`src/rtl/fetch_sequencer.sv`:
```
`timescale 1ns/1ps
// fetch_sequencer: program counter and run control for the core datapath.
// A level-sensitive req starts a run at address 0. Decode can then apply
// halt, absolute jumps, PC-relative branches and stalls. The run ends on
// halt, on an out-of-range control transfer, or on stepping past the last
// legal word. The last two cases also raise fault. cycle_cnt reports the
// number of RUN cycles in the run and saturates at its maximum value.
//
// Ports
//   clk, reset   : rising-edge clock; synchronous active-high reset
//   req          : start request (level)
//   halt         : halt opcode decoded at prog_ctr
//   stall        : hold prog_ctr this cycle
//   jump_en/tgt  : absolute redirect
//   branch_en/off: PC-relative redirect, signed two's-complement offset
//   prog_ctr     : instruction fetch address
//   fetch_valid  : prog_ctr is a live fetch
//   done         : run complete
//   fault        : run ended on an illegal transfer or fall-through
//   cycle_cnt    : RUN cycles in the current/last run (saturating)
module fetch_sequencer #(
    parameter int unsigned PC_W     = 10,
    parameter int unsigned PROG_LEN = 1024,
    parameter int unsigned OFF_W    = 8,
    parameter int unsigned CNT_W    = 16
) (
    input  logic             clk,
    input  logic             reset,
    input  logic             req,
    input  logic             halt,
    input  logic             stall,
    input  logic             jump_en,
    input  logic [PC_W-1:0]  jump_tgt,
    input  logic             branch_en,
    input  logic [OFF_W-1:0] branch_off,
    output logic [PC_W-1:0]  prog_ctr,
    output logic             fetch_valid,
    output logic             done,
    output logic             fault,
    output logic [CNT_W-1:0] cycle_cnt
);

    // The branch arithmetic is wide enough that the sum can never wrap.
    // PROG_LEN may equal 2**PC_W, so it also fits.
    localparam int unsigned      EXT_W   = ((PC_W > OFF_W) ? PC_W : OFF_W) + 2;
    localparam logic [EXT_W-1:0] LEN_EXT = EXT_W'(PROG_LEN);
    localparam logic [PC_W-1:0]  LAST_PC = PC_W'(PROG_LEN - 1);
    localparam logic [CNT_W-1:0] CNT_MAX = '1;

    typedef enum logic [1:0] {
        IDLE = 2'd0,
        RUN  = 2'd1,
        DONE = 2'd2
    } state_t;

    state_t state;

    logic [EXT_W-1:0] pc_ext;
    logic [EXT_W-1:0] off_ext;
    logic [EXT_W-1:0] br_tgt;
    logic             br_ok;
    logic             jump_ok;

    logic [PC_W-1:0]  pc_next;
    logic             end_run;
    logic             end_fault;

    // Branch target: zero-extended PC plus sign-extended offset.
    // A set top bit means the target is negative.
    assign pc_ext  = {{(EXT_W-PC_W){1'b0}}, prog_ctr};
    assign off_ext = {{(EXT_W-OFF_W){branch_off[OFF_W-1]}}, branch_off};
    assign br_tgt  = pc_ext + off_ext;
    assign br_ok   = ~br_tgt[EXT_W-1] & (br_tgt < LEN_EXT);
    assign jump_ok = EXT_W'(jump_tgt) < LEN_EXT;

    // Next-PC selection while running, highest priority first.
    always_comb begin
        pc_next   = prog_ctr;
        end_run   = 1'b0;
        end_fault = 1'b0;
        if (halt) begin
            end_run = 1'b1;
        end else if (jump_en) begin
            if (jump_ok) begin
                pc_next = jump_tgt;
            end else begin
                end_run   = 1'b1;
                end_fault = 1'b1;
            end
        end else if (branch_en) begin
            if (br_ok) begin
                pc_next = br_tgt[PC_W-1:0];
            end else begin
                end_run   = 1'b1;
                end_fault = 1'b1;
            end
        end else if (!stall) begin
            // Running off the last word ends the run in place.
            // The PC does not wrap to 0.
            if (prog_ctr == LAST_PC) begin
                end_run   = 1'b1;
                end_fault = 1'b1;
            end else begin
                pc_next = prog_ctr + PC_W'(1);
            end
        end
    end

    // Run-control state machine with registered outputs.
    always_ff @(posedge clk) begin
        if (reset) begin
            state       <= IDLE;
            prog_ctr    <= '0;
            fetch_valid <= 1'b0;
            done        <= 1'b0;
            fault       <= 1'b0;
            cycle_cnt   <= '0;
        end else begin
            case (state)
                IDLE: begin
                    fetch_valid <= 1'b0;
                    done        <= 1'b0;
                    if (req) begin
                        state       <= RUN;
                        prog_ctr    <= '0;
                        cycle_cnt   <= '0;
                        fault       <= 1'b0;
                        fetch_valid <= 1'b1;
                    end
                end
                RUN: begin
                    // The cycle that ends the run is still counted.
                    if (cycle_cnt != CNT_MAX) begin
                        cycle_cnt <= cycle_cnt + CNT_W'(1);
                    end
                    prog_ctr <= pc_next;
                    if (end_run) begin
                        state       <= DONE;
                        fetch_valid <= 1'b0;
                        done        <= 1'b1;
                        fault       <= end_fault;
                    end
                end
                DONE: begin
                    // fault and cycle_cnt are held here.
                    // The next start clears them.
                    if (!req) begin
                        state <= IDLE;
                        done  <= 1'b0;
                    end
                end
                default: begin
                    state       <= IDLE;
                    fetch_valid <= 1'b0;
                    done        <= 1'b0;
                end
            endcase
        end
    end

endmodule

```
`config.mk`:
```
export PLATFORM = sky130hd
export DESIGN_NAME = fetch_sequencer
export DESIGN_NICKNAME = d
export VERILOG_FILES = /design/src/rtl/fetch_sequencer.sv
export SDC_FILE = /design/constraint.sdc
export NUM_CORES = 1
export LEC_CHECK = 0
export CAP_MARGIN = 20
export CORE_UTILIZATION = 50
export DETAILED_ROUTE_END_ITERATION = 8
export PLACE_DENSITY = 0.89
export SYNTH_ARGS = -nofsm -noshare
export SYNTH_HDL_FRONTEND = slang
export SYNTH_SLANG_ARGS = --single-unit
export TNS_END_PERCENT = 1
```
`constraint.sdc`:
```
create_clock -name clk -period 4.1 [get_ports clk]
set_clock_uncertainty 0.05 [all_clocks]
set_input_delay 0.82 -clock clk [delete_from_list [all_inputs] [get_ports clk]]
set_output_delay 0.82 -clock clk [all_outputs]
set_load 0.01 [all_outputs]
```
==> results <==
- The flow ran to the end, and the final reports show no timing, DRC or antenna violations.
- The die covers 4795 um^2.
- The detailed-route DRC error count is 0.
- The via count of the first global-routing pass came to 2135.
- The number of I/O pins is 54.
- Measured along the x axis, the die boundary spans 69.25 um.
- In the final layout, the share of cells above drive strength 1 is 0.05638.
- Headroom to the max-slew limit came out at 0.4828.
- After detailed placement, the design holds a cell count of 381.
- The sequential area share after synthesis is 0.2745.
- The post-synthesis to final-layout area growth is 29.11%.
- The setup total negative slack is 0 ns.
- Dividing total power by cell area gives a power density of 252.3 nW/um^2.
- The number of buffers created by CTS is 5.
- Counting along the longest clock path gives a buffer depth of 2.
- Gates resized during post-CTS repair numbered 0.
- Counting every sink on the clock net gives 31.
- Max-cap violations in this run came to 0.
- Wires add up to 5.738 mm.
- The internal portion of the total power is 541.0 uW.
- Of the total power, the clock network draws 0.351.
- The number of nets handed over by synthesis was 321.
- From bottom edge to top edge, the die measures 69.25 um.
- The kind of start point of the critical path is a primary input.
- The layout net count is 375.
- The residual overflow from global routing is 0.
- The number of pins with negative max-slew slack in the final report is 0.
- The average instance area after synthesis is 8.017 um^2.
- Before CTS, the worst setup slack after placement is 0.3020 ns.
- The per-cell via count in the routed design is 5.913.
- The deepest level of the CTS H-tree is 2.
- For this run, the total global-route usage over all layers was measured as 0.2460.
- In this run the worst path has a maximum fanout of 10.
- The clock tree from TritonCTS is built.
- The floorplan has 24 rows.
- The number of iterations in the first detailed-routing pass is 4.
- The most used flip-flop cell after synthesis is sky130_fd_sc_hd__dfxtp_1.
- The data required time of the critical path is 4.25 ns.
- 0 antenna diodes ended up in the layout.
- The hold-fix buffer count after cts is 0.
- The post-CTS setup-driven buffer insertion count is 0.
- The analysis attributes to net switching a power of 195.5 uW.
- The last weighted congestion value of the routability-driven placer is 0.9471.
- The period utilization is 0.8623.
- The count of port buffers added during placement is 53.
- Overall power consumption after layout is estimated at 736.5 uW.
- The final setup violation count is 0.
- The number of warnings printed during yosys synthesis is 0.
- The first-pass GRT wire length is 9.694 mm.
- Once layout is complete, the cells apart from fillers number 389.
- The count of routing violations after the opening detailed-route iteration is 201.
- The cell sitting at the root of the clock tree is a sky130_fd_sc_hd__clkbuf_8.
- The clock latency at the later pin of the worst-skew pair is 0.28 ns.
- In this run the remaining antenna-violating nets after routing total 0.
- The number of synthesized flops with an enable pin is 0.
- Setup repair after global routing left no endpoint under its margin.
- The count of filler cells inserted in the layout is 352.
- The maximum ir drop on the vdd rail is 0.1815 mV.
- The post-layout worst setup margin is 0.5645 ns.
- In this run, distinct cell masters in the synthesized netlist total 55.
- The number of antenna violations at the first check in global routing came to 0.
- In this run, synthesis produced a sequential element count of 31.
- The data arrival time of the critical path is 3.69 ns.
- The effective utilization at floorplan is 0.5193.
- The critical path in this run is classified as in2reg.
- The total vias in the final route is 2300.
- The smallest clock period supported by the final layout is computed as 3.535 ns.
- Summed over all nets, the half-perimeter wirelength after detailed placement is 4.298 mm.
- In this run the static leakage power is 1.093 nW.
- The share of total power dissipated in sequential elements is 0.437.
- Summing every instance area after synthesis gives 2261 um^2.
- In this run the register-to-register setup slack is 1.08 ns.
- For this run, the top clock speed supported by timing is 0.2828 GHz.
- The largest net degree at the start of global routing is 21.
- At the pin with the least slew margin, the transition time is 0.7687 ns.
- The share of total power in combinational logic is 0.212.
- The clock transition at the registers of the reported paths is 0.06 ns.
- The switching portion of total power is 0.2654.
- The number of endpoints with negative hold slack in the final report is 0.
- In this run the standard cell core region covers 4354 um^2.
- The post-synthesis async set-or-reset flop share is 0.
- The path class of the tightest hold or removal check is reg2reg.
- The number of standard cells after synthesis is 282.
- The capturing element type of the critical path is a register.
- After detailed routing, the average wire length per cell comes to 14.75 um.
## final cells by class
| class | instances | area, um^2 | share of cell area |
|---|---|---|---|
| clock buffer | 8 | 100.1 | 0.03429 |
| tap | 52 | 65.06 | 0.02229 |
| multi-input combinational | 229 | 1531 | 0.5246 |
| sequential | 31 | 620.6 | 0.2126 |
| inverter | 13 | 48.80 | 0.01672 |
| timing repair buffer | 56 | 553.0 | 0.1895 |
## path summary, 6_finish.rpt
path                 start          end  cells after the start
min                  fault        fault                      2
max reg2reg    prog_ctr[2]  prog_ctr[0]                      9
max          branch_off[0]  prog_ctr[0]                     12
min reg2reg          fault        fault                      2
## cells in the final DEF (no fill, tap or decap), drive strengths merged, types with 2 or more instances in the layout
cell type,count
clkdlybuf4s50,53
nor2,34
dfxtp,31
nand2,23
o21ai,17
xor2,14
a21oi,13
ha,13
inv,12
mux2i,12
xnor2,12
nand2b,10
nand3,9
clkbuf,8
nand4,7
nor3,7
o211ai,6
and2,5
a21o,4
nor4,4
nor2b,4
or3,3
buf,3
o21a,2
a221oi,2
o41ai,2
or2,2
a31oi,2
and4,2
a31o,2
o31ai,2
## power groups by stage
stage	Combinational [mW]	Clock (mW)	Sequential (mW)
detailed placement	0.153	0	0.328
global placement	0.150	0	0.328
global route	0.171	0.278	0.323
finish	0.156	0.258	0.322
floorplan	0.0974	0	0.328
CTS	0.155	0.263	0.322
## critical path, stage by stage
cell and delay [ns]:
sky130_fd_sc_hd__clkdlybuf4s50_1 0.41, sky130_fd_sc_hd__ha_1 0.21, sky130_fd_sc_hd__inv_1 0.07, sky130_fd_sc_hd__fa_1 0.25, sky130_fd_sc_hd__nor2b_4 0.06, sky130_fd_sc_hd__o31a_1 0.30, sky130_fd_sc_hd__o221a_1 0.25, sky130_fd_sc_hd__o32a_1 0.34
sky130_fd_sc_hd__o31ai_2 0.35, sky130_fd_sc_hd__a31o_1 0.20, sky130_fd_sc_hd__buf_4 0.21, sky130_fd_sc_hd__mux2i_1 0.22
## cells in the mapped netlist, types with 2 or more instances
cell type                   n  area (um^2)
sky130_fd_sc_hd__a21o_1     4        30.03
sky130_fd_sc_hd__a21oi_1   13        65.06
sky130_fd_sc_hd__a221oi_1   2        17.52
sky130_fd_sc_hd__a31oi_1    2        12.51
sky130_fd_sc_hd__and2_1     3        18.77
sky130_fd_sc_hd__buf_6      2        22.52
sky130_fd_sc_hd__clkbuf_1   5        18.77
sky130_fd_sc_hd__dfxtp_1   31        620.6
sky130_fd_sc_hd__ha_1      13        162.7
sky130_fd_sc_hd__inv_1     12        45.04
sky130_fd_sc_hd__mux2i_1   12        120.1
sky130_fd_sc_hd__nand2_1   23        86.33
sky130_fd_sc_hd__nand2b_1  10        62.56
sky130_fd_sc_hd__nand3_1    9        45.04
sky130_fd_sc_hd__nand4_1    7        43.79
sky130_fd_sc_hd__nor2_1    34        127.6
sky130_fd_sc_hd__nor2b_1    3        18.77
sky130_fd_sc_hd__nor3_1     7        35.03
sky130_fd_sc_hd__nor4_1     4        25.02
sky130_fd_sc_hd__o211ai_1   6        45.04
sky130_fd_sc_hd__o21a_1     2        15.01
sky130_fd_sc_hd__o21ai_0   17        85.08
sky130_fd_sc_hd__o41ai_1    2        17.52
sky130_fd_sc_hd__or2_2      2        12.51
sky130_fd_sc_hd__or3_1      3        18.77
sky130_fd_sc_hd__xnor2_1   12        105.1
sky130_fd_sc_hd__xor2_1    14        122.6
## sequential cells by signal (all words and copies together), names as in the netlist
name and count:
cycle_cnt 16, fault 1, fetch_valid 1, prog_ctr 10, done 1, state 2
## per-layer routing
layer | wire length, um | GRT usage | up-vias | part of all wire
met5 | 0 | 0 | - | 0
met4 | 114 | 0.08390 | 0 | 0.020
met3 | 370 | 0.04942 | 15 | 0.064
met2 | 2716 | 0.3948 | 83 | 0.47
met1 | 2537 | 0.3291 | 1086 | 0.44
li1 | - | - | 1116 | -
## cell families after synthesis
| logic type | count (synthesis) | share of synthesized area |
|---|---|---|
| multiplexers | 12 | 0.05313 |
| buffers and inverters | 22 | 0.04814 |
| AO/OA/AOI/OAI | 65 | 0.1954 |
| flip-flops | 31 | 0.2745 |
| adder cells (fa/ha/maj) | 14 | 0.08080 |
| AND/OR/NAND/NOR | 112 | 0.2474 |
| XOR/XNOR | 26 | 0.1007 |
## metrics by stage
step | util | cell area, um^2 | hold slack, ns
after global placement | 0.6474 | 2819 | 0.4142
after global routing | 0.6704 | 2919 | 0.4837
after floorplan | - | 2261 | 0.4446
after detailed placement | 0.6474 | 2819 | 0.4344
after CTS | 0.6704 | 2919 | 0.4480
final | 0.6704 | 2919 | 0.4411
(Power assumes the default switching activity.)
